==> config.mk <==
export PLATFORM = sky130hd
export DESIGN_NAME = viterbi_acs_unit
export DESIGN_NICKNAME = d
export VERILOG_FILES = /design/src/rtl/viterbi_pkg.sv /design/src/rtl/viterbi_bmu.sv /design/src/rtl/viterbi_acs_unit.sv
export SDC_FILE = /design/constraint.sdc
export NUM_CORES = 1
export LEC_CHECK = 0
export BUFFER_PORTS_ARGS = -buffer_cell sky130_fd_sc_hd__buf_4
export CAP_MARGIN = 15
export CORE_AREA = 3 3 127 129
export DETAILED_ROUTE_END_ITERATION = 8
export DIE_AREA = 0 0 130 132
export PLACE_DENSITY = 0.63
export SYNTH_ARGS = -nofsm -noshare
export SYNTH_HDL_FRONTEND = slang
export SYNTH_SLANG_ARGS = --single-unit
==> constraint.sdc <==
create_clock -name clk -period 9.7 [get_ports clk]
set_clock_uncertainty 0.15 [all_clocks]
set_input_delay 1.94 -clock clk [delete_from_list [all_inputs] [get_ports clk]]
set_output_delay 1.94 -clock clk [all_outputs]
set_load 0.01 [all_outputs]
==> src/rtl/viterbi_pkg.sv <==
// viterbi_pkg: shared constants and code-symbol helper for the K=3 rate-1/2 decoder
package viterbi_pkg;
  localparam int K = 3;
  localparam int NSTATES = 4;
  localparam logic [K-1:0] G0 = 3'b111;
  localparam logic [K-1:0] G1 = 3'b101;
  function automatic logic [1:0] exp_sym(input logic [1:0] s, input logic u);
    return {^({u, s} & G0), ^({u, s} & G1)};
  endfunction
endpackage

==> src/rtl/viterbi_bmu.sv <==
// viterbi_bmu: Hamming branch metric between a received symbol and one codeword
module viterbi_bmu (
  input  logic [1:0] rx_sym,
  input  logic [1:0] code,
  output logic [1:0] bm
);
  logic [1:0] x;
  assign x = rx_sym ^ code;
  assign bm = {1'b0, x[1]} + {1'b0, x[0]};
endmodule

==> src/rtl/viterbi_acs_unit.sv <==
// viterbi_acs_unit: add-compare-select with normalisation for the K=3 (7,5) Viterbi decoder
module viterbi_acs_unit
  import viterbi_pkg::*;
#(
  parameter int PM_W = 6
) (
  input  logic              clk,
  input  logic              rst_n,
  input  logic              clear,
  input  logic              in_valid,
  output logic              in_ready,
  input  logic [1:0]        rx_sym,
  output logic              out_valid,
  input  logic              out_ready,
  output logic [3:0]        dec,
  output logic [1:0]        best_state,
  output logic [4*PM_W-1:0] pm_flat
);
  localparam logic [PM_W-1:0] INF = '1;
  localparam logic [NSTATES-1:0][PM_W-1:0] PM_INIT = {{3{INF}}, {PM_W{1'b0}}};
  logic [NSTATES-1:0][1:0] bm;
  logic [NSTATES-1:0][PM_W-1:0] pm, cur, nxt, norm;
  logic [NSTATES-1:0] dec_d;
  logic [PM_W-1:0] v01, v23, vmin;
  logic [1:0] i01, i23, imin;
  logic xfer;
  function automatic logic [PM_W-1:0] sat_add(input logic [PM_W-1:0] a, input logic [1:0] b);
    logic [PM_W:0] s;
    s = {1'b0, a} + {{(PM_W-1){1'b0}}, b};
    return s[PM_W] ? INF : s[PM_W-1:0];
  endfunction
  assign in_ready = !out_valid | out_ready | clear;
  assign xfer = in_valid & in_ready;
  assign cur = clear ? PM_INIT : pm;
  for (genvar c = 0; c < NSTATES; c++) begin : g_bmu
    viterbi_bmu u_bmu (.rx_sym(rx_sym), .code(2'(c)), .bm(bm[c]));
  end
  for (genvar n = 0; n < NSTATES; n++) begin : g_acs
    localparam logic [1:0] P0 = 2'((n % 2) * 2);
    localparam logic [1:0] P1 = P0 | 2'b01;
    localparam logic U = 1'(n / 2);
    logic [PM_W-1:0] c0, c1;
    assign c0 = sat_add(cur[P0], bm[exp_sym(P0, U)]);
    assign c1 = sat_add(cur[P1], bm[exp_sym(P1, U)]);
    assign dec_d[n] = c1 < c0;
    assign nxt[n] = dec_d[n] ? c1 : c0;
    assign norm[n] = nxt[n] - vmin;
  end
  assign i01 = nxt[1] < nxt[0] ? 2'd1 : 2'd0;
  assign i23 = nxt[3] < nxt[2] ? 2'd3 : 2'd2;
  assign v01 = nxt[i01];
  assign v23 = nxt[i23];
  assign imin = v23 < v01 ? i23 : i01;
  assign vmin = v23 < v01 ? v23 : v01;
  always_ff @(posedge clk or negedge rst_n) begin
    if (!rst_n) begin
      pm <= PM_INIT;
      pm_flat <= PM_INIT;
      dec <= '0;
      best_state <= '0;
      out_valid <= 1'b0;
    end else if (xfer) begin
      pm <= norm;
      pm_flat <= norm;
      dec <= dec_d;
      best_state <= imin;
      out_valid <= 1'b1;
    end else begin
      if (clear) pm <= PM_INIT;
      if (clear | out_ready) out_valid <= 1'b0;
    end
  end
endmodule

==> results of run 1 <==
-- layer usage --
layer,routed length (microns),up-vias,GRT usage (%)
met1,8940,2795,31.9
met5,0,-,0
met4,153,0,3.52
met3,993,11,2.35
li1,-,2976,-
met2,8700,151,34.8
-- final timing paths --
path	endpoint	slack (ns)	depth (start not counted)
max	pm[17]$_DFF_PN1_	0.42	28
max reg2reg	pm[17]$_DFF_PN1_	1.79	27
min	pm_flat[11]$_DFFE_PN1P_	0.31	2
max in group asynchronous	dec[3]$_DFFE_PN0P_	7.36	1
min in group asynchronous	pm[3]$_DFF_PN0_	1.54	1
min reg2reg	pm_flat[11]$_DFFE_PN1P_	0.31	2
-- metrics by stage --
stage	hold slack (ns)	instance area (sq um)
after floorplan	0.315	6190
after global placement	0.298	7040
after detailed placement	0.297	7040
after CTS	0.313	7200
after global routing	0.336	7260
final	0.309	7260
-- cell families after synthesis --
group | count (synthesis) | share of synthesized area [%]
and+or+nand+nor | 279 | 21.7
AOI/OAI and AO/OA | 253 | 29.0
buffers and inverters | 67 | 4.59
adders and majority gates | 59 | 11.9
DFF | 55 | 23.5
xor gates and xnor gates | 35 | 5.07
muxes | 24 | 4.20
-- cells in the mapped netlist, drive strengths merged (13+ instances only) --
master	number	area [sq um]
nand2	100	378
nor2	70	268
o21ai	61	305
a21oi	60	315
ha	51	638
inv	40	150
dfstp	36	946
nor3	26	140
a21o	23	188
xnor2	23	201
dfrtp	19	475
nand3	18	90.1
a31oi	16	113
a211oi	15	118
buf	13	75.1
clkbuf	13	48.8
mux2i	13	130
nand2b	13	81.3
-- cell type report --
type,instances,area [sq um]
Clock buffer,6,150
Clock inverter,2,17.5
Fill cell,1466,7880
Inverter,41,154
Multi-Input combinational cell,650,4530
Sequential cell,55,1420
Tap cell,188,235
Timing Repair Buffer,100,751
-- timing repair --
item,4_1_cts,5_1_grt
endpoints found under the setup margin,0,31
resized for setup,0,14
hold buffers,0,0
-- critical path: cells and delay by family --
kind / cells / cell delay (ns)
compound gates: 13 / 3.39
fa+ha+maj: 7 / 2.27
buf+inv: 2 / 0.26
mux: 1 / 0.36
simple gates: 5 / 1.11
-- sequential cells by signal (all words and copies together), names as in the netlist --
| name | flops |
|---|---|
| best_state | 2 |
| dec | 4 |
| out_valid | 1 |
| pm | 24 |
| pm_flat | 24 |
==> impl.org, run 1 <==
** Outcome
- Status :: finished clean

** Worst setup path
- Kind of end point of the critical path :: register
- Source of the critical timing path :: clear
- Most used cell along the critical path :: sky130_fd_sc_hd__ha_1
- STA puts the critical path data required time at 9.78 ns.
- Start of the worst register-to-register path :: pm[19]$_DFF_PN1_
- Data on the critical path arrives at its endpoint at 9.36 ns.
- The setup path with the least slack is of type in2reg.
- For this run, the slowest stage of the critical path takes 0.59 ns.
- Slowest stage cell, crit path :: sky130_fd_sc_hd__o41ai_2
- Maximum fanout along the worst path :: 22
- Crit path launch type :: primary input

** Finish
- Fraction of the core area covered by cells at the end of the flow :: 47.9%
- The area growth from synthesis to layout is 20.0%.
- Final non-filler cell total :: 1042
- For this run, the post-layout net count is 911.
- 0 antenna diodes ended up in the layout.
- Leaving out fill and tap cells, the most frequent cell in the layout is sky130_fd_sc_hd__buf_4.
- Of the cells placed in the final design, the portion with a size suffix greater than 1 is 25.8%.
- Commonest cells after routing, fill and taps aside :: sky130_fd_sc_hd__buf_4 (100), sky130_fd_sc_hd__nand2_1 (96), sky130_fd_sc_hd__nor2_1 (67)

** Timing
- Count of pins over their slew limit :: 0
- For the finished layout, the period the worst path requires is 9.28 ns.
- The final count of hold timing violations came to 0.
- Sum of negative setup slack :: 0 ns
- The worst pin sits at a relative slew slack of 50.6%.
- Total setup violations reported at the end of the flow :: 0
- Fmax :: 108 MHz
- Actual slew at the worst max-slew pin :: 0.742 ns
- Ratio of final minimum period to clock period :: 95.7%
- Setup slack closes at 0.421 ns.

** Synthesis
- Synthesis produced a netlist whose cell count is 772.
- For this run, asynchronously set or reset flops after synthesis account for 100%.
- Number of distinct library cell variants in the gate-level netlist after synthesis :: 86
- Count of flip-flops with a built-in enable after synthesis :: 0
- Synthesis produced a netlist with a net count of 830.
- Fraction of the yosys area taken by sequential cells :: 23.5%
- Synth Register Bits :: 55
- Dividing the synthesized area by the synthesized cell count gives 7.84 sq um.
- For this run, the number of Yosys warnings is 0.
- Commonest register cell after synthesis :: sky130_fd_sc_hd__dfstp_2
- After synthesis the cells add up to 6050 sq um.

** Clocking
- H-tree depth :: 2
- Root Driver :: sky130_fd_sc_hd__clkbuf_16
- Clock tree synthesis inserted a total of 5 buffers.
- Number of setup buffers added after CTS :: 0
- CTS sink cnt :: 55
- Max Buffers Root-to-Sink :: 2
- The clock reaches the later pin of the worst-skew pair after 0.30 ns.
- TritonCTS built the clock tree.
- Clock-pin slew was measured on the worst setup and hold paths at 0.08 ns.

** Global route
- Remaining global-route overflow :: 0
- Global routing used 21.7% of the available tracks across all layers.
- The initial antenna violation count is 0.
- The first global-routing pass estimated 29.7 mm of wire.
- Largest net degree at the start of global routing :: 56
- Number of global-route vias before repair :: 5603

** Die
- CORE AREA :: 15100 sq um
- 39 I/O pins were placed.
- In this run the horizontal extent of the chip is 130 microns.
- Measured along the y axis, the die boundary spans 132 microns.
- Die footprint :: 17200 sq um
- Std cell rows :: 45
- Starting density of the core :: 40.0%

** Placement
- OpenSTA, run right after detailed placement, puts the worst setup slack at -0.0188 ns.
- Port buffer count :: 38
- Routability-driven placement finished with a final weighted congestion of 0.955.
- Detail Placement HPWL :: 15.0 mm
- Counting tap cells, the placed design contains a total of 1034 instances.

** Routing
- In the final routed layout, each cell accounts on average for 18.0 microns.
- The routed layout has 5933 vias.
- First drt pass iteration count :: 5
- Using the TritonRoute via totals, the vias-per-cell ratio works out to 5.69.
- Number of remaining DRC errors :: 0
- Wires add up to 18.8 mm.
- The detail route stage leaves a number of antenna-violating nets equal to 0.
- The detailed router finished its first iteration with 421 violations.

** Hold path
- Start point of the worst min-delay path :: pm_flat[11]$_DFFE_PN1P_
- Class of the most critical hold timing path :: reg2reg

** Run
- Max-cap check violation count :: 0
Power of run 1 is not shown: default switching activity piles up to over one toggle a cycle in this logic, so the estimate is an artifact.
==> run 2: changes to the inputs <==
--- a/config.mk
+++ b/config.mk
@@ -5,12 +5,14 @@
 export SDC_FILE = /design/constraint.sdc
 export NUM_CORES = 1
 export LEC_CHECK = 0
-export BUFFER_PORTS_ARGS = -buffer_cell sky130_fd_sc_hd__buf_4
 export CAP_MARGIN = 15
 export CORE_AREA = 3 3 127 129
+export CTS_CLUSTER_DIAMETER = 150
 export DETAILED_ROUTE_END_ITERATION = 8
 export DIE_AREA = 0 0 130 132
-export PLACE_DENSITY = 0.63
+export DONT_BUFFER_PORTS = 1
+export PLACE_DENSITY = 0.61
+export REMOVE_ABC_BUFFERS = 1
 export SYNTH_ARGS = -nofsm -noshare
 export SYNTH_HDL_FRONTEND = slang
 export SYNTH_SLANG_ARGS = --single-unit
==> run 2 against run 1 <==
  * Register-to-register slack got worse by 0.03 ns
  * Sequential share of layout area rose by 0.46 points
  * Non-clock buffer count fell by 11
  * Clock-buffer cell count did not move
  * Sequential cell count did not move
  * Die area did not move
  * Critical path type unchanged
  * Fmax rose by 0.26%
  * Cell count fell by 1.1%
  * Critical endpoint is now pm[4]$_DFF_PN0_
  * Global-route usage rose by 0.15 points
  * Critical path depth rose by 11
  * Core utilization fell by 1.1 points
==> impl.org, run 2 (synthesis results as in run 1) <==
** Outcome
- Status :: finished clean

** Clocking
- Clock tree from TritonCTS :: built
- Root Driver :: sky130_fd_sc_hd__clkbuf_16
- The clock drives 55 sinks.
- H-tree depth :: 2
- Cts hold-fix bufs :: 0
- After clock tree synthesis, the clock-pin slew on the worst setup and hold paths is 0.08 ns.
- Max Buffers Root-to-Sink :: 2
- TritonCTS buffer count :: 5
- At the later pin of the worst-skew pair, clock insertion delay measures 0.30 ns.

** Worst setup path
- The critical path is of the in2reg type.
- Slowest stage cell, crit path :: sky130_fd_sc_hd__or4_4
- The endpoint identified for the worst register-to-register timing path is pm[4]$_DFF_PN0_.
- Kind of end point of the critical path :: register
- Data on the critical path arrives at its endpoint at 9.30 ns.
- Along the worst path, the maximum fanout reaches 8.
- Max incr delay on CP :: 0.52 ns
- Worst EP required :: 9.75 ns
- Most used cell along the critical path :: sky130_fd_sc_hd__ha_1
- Crit path launch type :: primary input
- The worst register-to-register path begins at pm[19]$_DFF_PN1_.
- Flop-to-flop setup slack :: 1.76 ns
- The number of cells on the worst reg-to-reg path is 36.

** Hold path
- Class of the most critical hold timing path :: reg2reg
- Number of cells on the worst hold path :: 2
- The startpoint identified for the worst hold timing path is pm_flat[11]$_DFFE_PN1P_.
- Destination of the worst hold path :: pm_flat[11]$_DFFE_PN1P_

** Finish
- Ant diodes :: 0
- The filler cells instantiated in the layout total 1490.
- In the layout the commonest cells are sky130_fd_sc_hd__nand2_1 (97), sky130_fd_sc_hd__buf_4 (89), sky130_fd_sc_hd__nor2_1 (67).
- Most common library cell in the layout ignoring fill and taps :: sky130_fd_sc_hd__nand2_1
- The post-route netlist has 23.4% of its cells at a drive strength greater than 1.
- After the last flow step, the layout net total stands at 900.
- Largest registers ranked by flip-flop count :: pm (24), pm_flat (24), dec (4)
- Compared with the post-synthesis result, the final layout area differs by 17.3%.
- Measured on the finished design, the core utilization comes to 46.9%.

** Global route
- The via count of the first global-routing pass came to 5702.
- The initial antenna violation count came to 0.
- Entering global routing, the biggest net connects 62 pins.
- Remaining global-route overflow :: 0
- First-pass GRT wire length :: 30.0 mm
- Global routing consumed, over all layers together, 21.8% of the routing resources.

** Die
- The die covers 17200 sq um.
- Std cell rows :: 45
- The die is 132 microns tall.
- Once the floorplan was initialized, standard cells occupied 40.0% of the core.
- Die extent in x :: 130 microns
- After floorplanning, the core was sized to cover 15100 sq um.
- I/O pin total :: 39

** Timing
- Ratio of final minimum period to clock period :: 95.4%
- The final count of hold timing violations was 0.
- Total setup violations reported at the end of the flow :: 0
- Headroom to the max-slew limit :: 58.5%
- Derived from the worst setup path, the maximum achievable clock frequency is 108 MHz.
- Counting I/O delays and the setup requirement, the final critical path takes 9.25 ns.
- The worst path meets setup with 0.445 ns of slack.
- Count of pins over their slew limit :: 0
- Actual slew at the worst max-slew pin :: 0.617 ns

** Placement
- Detailed placement finished with a half-perimeter wire length of 14.7 mm.
- The congestion estimate from routability-driven global placement came to 0.991.
- Setup slack at placement :: -0.0516 ns
- Port buffer count :: 0

** Routing
- Dividing the detail-routed wire length by the instance count gives 18.1 microns.
- After detailed routing, the number of remaining DRC violations is 0.
- Post-route antenna net violation count :: 0
- Summing over every cut layer, the via total after detailed routing is 5906.
- After detailed routing, the number of vias per cell comes to 5.73.
- Wire length reported by the detailed router :: 18.6 mm
- Drt initial violations :: 397
- First drt pass iteration count :: 5

** Run
- Max-cap violations in this run came to 0.
-- run 2: critical path: cells and delay by family --
family                     cells  cell delay (ns)
xor gates and xnor gates       1             0.07
adders and majority gates      8             2.19
and+or+nand+nor               12             2.09
AOI/OAI and AO/OA              9             1.65
buffers and inverters          7             0.78
muxes                          2             0.55
-- run 2: layout make-up --
class                           count  area (sq um)  share of cell area (%)
Sequential cell                    55          1420                    20.0
Clock inverter                      2          36.3                   0.511
Timing Repair Buffer               89           668                    9.41
Clock buffer                        6           129                    1.82
Multi-Input combinational cell    650          4450                    62.7
Tap cell                          188           235                    3.31
Inverter                           41           154                    2.17
-- run 2: how the worst max path moves through the flow --
stage,from,endpoint,cells past startpoint
floorplan,rx_sym[0],pm[5]$_DFF_PN0_,37
global placement,rx_sym[0],pm_flat[17]$_DFFE_PN1P_,30
detailed placement,rx_sym[0],pm_flat[17]$_DFFE_PN1P_,33
CTS,rx_sym[0],pm_flat[17]$_DFFE_PN1P_,33
global route,rx_sym[0],pm[4]$_DFF_PN0_,43
finish,rx_sym[0],pm[4]$_DFF_PN0_,39
-- run 2: repair_timing --
action,in CTS,in global routing
endpoints found under the setup margin,0,32
gates resized for setup,0,24
setup buffers,0,0
-- run 2: stage by stage --
| step | TNS [ns] | hold slack [ns] | instance area [sq um] | instances |
|---|---|---|---|---|
| 3_5_place_dp | -0.0923 | 0.324 | 6830 | 1023 |
| 6_report | 0 | 0.334 | 7100 | 1031 |
| 3_3_place_gp | -0.0810 | 0.322 | 6830 | 1023 |
| 5_1_grt | -0.0103 | 0.351 | 7100 | 1031 |
| 4_1_cts | 0 | 0.337 | 7000 | 1031 |
| 2_1_floorplan | 0 | 0.315 | 5930 | 746 |
-- run 2: per-layer routing --
metal | up-vias | share of wire (%) | track usage [%]
li1 | 2960 | - | -
met1 | 2780 | 49 | 32.2
met2 | 143 | 44 | 33.8
met3 | 23 | 5.3 | 3.24
met4 | 0 | 1.7 | 4.56
met5 | - | 0 | 0
Power of run 2 is left out for the same reason.
==> run 3: changes to the inputs <==
--- a/config.mk
+++ b/config.mk
@@ -7,6 +7,7 @@
 export LEC_CHECK = 0
 export CAP_MARGIN = 15
 export CORE_AREA = 3 3 127 129
+export CTS_BUF_LIST = sky130_fd_sc_hd__clkbuf_4 sky130_fd_sc_hd__clkbuf_8 sky130_fd_sc_hd__clkbuf_16
 export CTS_CLUSTER_DIAMETER = 150
 export DETAILED_ROUTE_END_ITERATION = 8
 export DIE_AREA = 0 0 130 132
==> run 3 against run 2 <==
  * Routed wire length up 0.19%
  * Sequential share of layout area about the same
  * Global-route usage unchanged
  * Critical endpoint unchanged
  * Core utilization about the same
  * Critical path type unchanged
  * First-iteration DRC count up 1.5%
==> impl.org, run 3 (synthesis results as in run 1) <==
** Worst setup path
- Worst Reg2Reg Path Length in Cells :: 36
- STA puts the critical path data arrival time at 9.31 ns.
- Most used cell along the critical path :: sky130_fd_sc_hd__ha_1
- The worst setup path is launched from a primary input.
- The startpoint identified for the worst register-to-register timing path is pm[19]$_DFF_PN1_.
- The worst register-to-register path ends at pm[4]$_DFF_PN0_.
- The slowest stage of the critical path is the sky130_fd_sc_hd__or4_4 cell.
- Cell family with the largest share of critical-path delay :: adder cells
- In this design, the stage delay of the slowest critical-path cell is 0.52 ns.
- STA classifies the critical path endpoint as a register.
- Flop-to-flop setup slack :: 1.75 ns
- Maximum fanout along the worst path :: 8
- CP Buf/Inv Count :: 7
- Crit path kind :: in2reg
- Worst EP required :: 9.75 ns

** Outcome
- Status :: finished clean

** Routing
- Wire per inst :: 18.1 microns
- The count of nets left with antenna violations once routing finished came out at 0.
- The final route contains 5903 vias.
- Drt initial violations :: 403
- The routed design has 18.7 mm of wire.
- Detail-routed via count per cell :: 5.73
- For this run, design rule violations remaining after detail routing come to 0.
- First drt pass iteration count :: 5

** Clocking
- TritonCTS buffer count :: 5
- Cts hold-fix bufs :: 0
- Clock-pin slew was measured on the worst setup and hold paths at 0.08 ns.
- Post_cts resized :: 0
- CTS sink cnt :: 55
- Root Driver :: sky130_fd_sc_hd__clkbuf_16
- TritonCTS built the clock tree.
- Number of setup buffers added after CTS :: 0
- At the later pin of the worst-skew pair, clock insertion delay measures 0.31 ns.
- H-tree depth :: 2
- Max Buffers Root-to-Sink :: 2

** Finish
- From synthesis to final layout, the design area changed by 17.3%.
- Ant diodes :: 0
- In the layout the commonest cells are sky130_fd_sc_hd__nand2_1 (97), sky130_fd_sc_hd__buf_4 (89), sky130_fd_sc_hd__nor2_1 (67).
- The finished layout holds 1031 standard cells, fillers aside.
- In the final layout, the registers with the most flip-flops are pm (24), pm_flat (24), dec (4).
- Share of layout cells above drive strength 1 :: 23.5%
- Net count of the finished layout :: 900
- Most common library cell in the layout ignoring fill and taps :: sky130_fd_sc_hd__nand2_1
- Layout filler cell count :: 1488

** Hold path
- Counting instances, the worst hold path has a depth of 2.
- The tightest min-delay check is of the reg2reg type.
- Destination of the worst hold path :: pm_flat[11]$_DFFE_PN1P_
- In this run the most critical hold path is launched from pm_flat[11]$_DFFE_PN1P_.

** Die
- The floorplan step defined a die boundary enclosing 17200 sq um.
- Std cell rows :: 45
- The die is 132 microns tall.
- Starting density of the core :: 40.0%
- 39 I/O pins were placed.
- The floorplan step defined a core boundary enclosing 15100 sq um.
- The die is 130 microns wide.

** Timing
- Min Clock Period, post-route :: 9.26 ns
- In this run the tightest slew margin relative to its limit is 58.2%.
- Count of pins over their slew limit :: 0
- Of the available clock period, the critical path in the final layout requires 95.5%.
- Final hold violations :: 0
- Derived from the worst setup path, the maximum achievable clock frequency is 108 MHz.
- Setup total negative slack on the finished layout was measured at 0 ns.
- Total setup violations reported at the end of the flow :: 0
- Worst hold slack across all endpoints :: 0.334 ns
- Actual slew at the worst max-slew pin :: 0.622 ns

** Global route
- Initial antenna violation count :: 0
- Number of global-route vias before repair :: 5702
- After global routing the overflow that remains totals 0.
- First-pass GRT wire length :: 30.0 mm
- GRT Resource Usage Total :: 21.8%
- Largest net degree at the start of global routing :: 62

** Run
- The tool flagged a number of max-cap violations equal to 0.

** Placement
- Port buffer count :: 0
- Number of placed instances with taps included :: 1023
- Detail Placement HPWL :: 14.7 mm
- RD Place Congestion :: 0.991
==> run 3: cell count changes in the layout (fill, tap and decap cells not counted) <==
cell                       change
sky130_fd_sc_hd__clkbuf_1      -1
sky130_fd_sc_hd__clkbuf_4      +1
==> run 3: how the worst max path moves through the flow <==
stage,startpoint,end,slack (ns),depth (start not counted)
final,rx_sym[0],pm[4]$_DFF_PN0_,0.44,39
after global routing,rx_sym[0],pm[4]$_DFF_PN0_,-0.01,43
after CTS,rx_sym[0],pm_flat[17]$_DFFE_PN1P_,0.23,33
after detailed placement,rx_sym[0],pm_flat[17]$_DFFE_PN1P_,-0.05,33
after global placement,rx_sym[0],pm_flat[17]$_DFFE_PN1P_,-0.04,30
after floorplan,rx_sym[0],pm[5]$_DFF_PN0_,0.06,37
==> run 3: cell type report <==
| cell class | instances | area, sq um | share of cell area (%) |
|---|---|---|---|
| Multi-Input combinational cell | 650 | 4450 | 62.7 |
| Sequential cell | 55 | 1420 | 20.0 |
| Timing Repair Buffer | 89 | 668 | 9.41 |
| Tap cell | 188 | 235 | 3.31 |
| Inverter | 41 | 154 | 2.17 |
| Clock buffer | 6 | 133 | 1.87 |
| Clock inverter | 2 | 36.3 | 0.511 |
==> run 3: layer usage <==
metal | global-route usage (%) | wire [microns]
met5 | 0 | 0
met4 | 4.56 | 310
met3 | 3.24 | 993
met2 | 33.8 | 8310
met1 | 32.2 | 9060
==> run 3: per-stage QoR <==
step	worst slack [ns]	utilization [%]	cell area, sq um
after detailed placement	-0.0516	45.1	6830
final	0.441	46.9	7100
after global placement	-0.0445	45.1	6830
after floorplan	0.0553	-	5930
after global routing	-0.0102	46.9	7100
after CTS	0.229	46.2	7000
==> run 3: worst min-delay path, stage by stage (launching register included) <==
cell and delay, ns:
sky130_fd_sc_hd__dfstp_2 0.39, sky130_fd_sc_hd__nand2_1 0.05, sky130_fd_sc_hd__nand2_1 0.04
Power of run 3 is left out for the same reason.
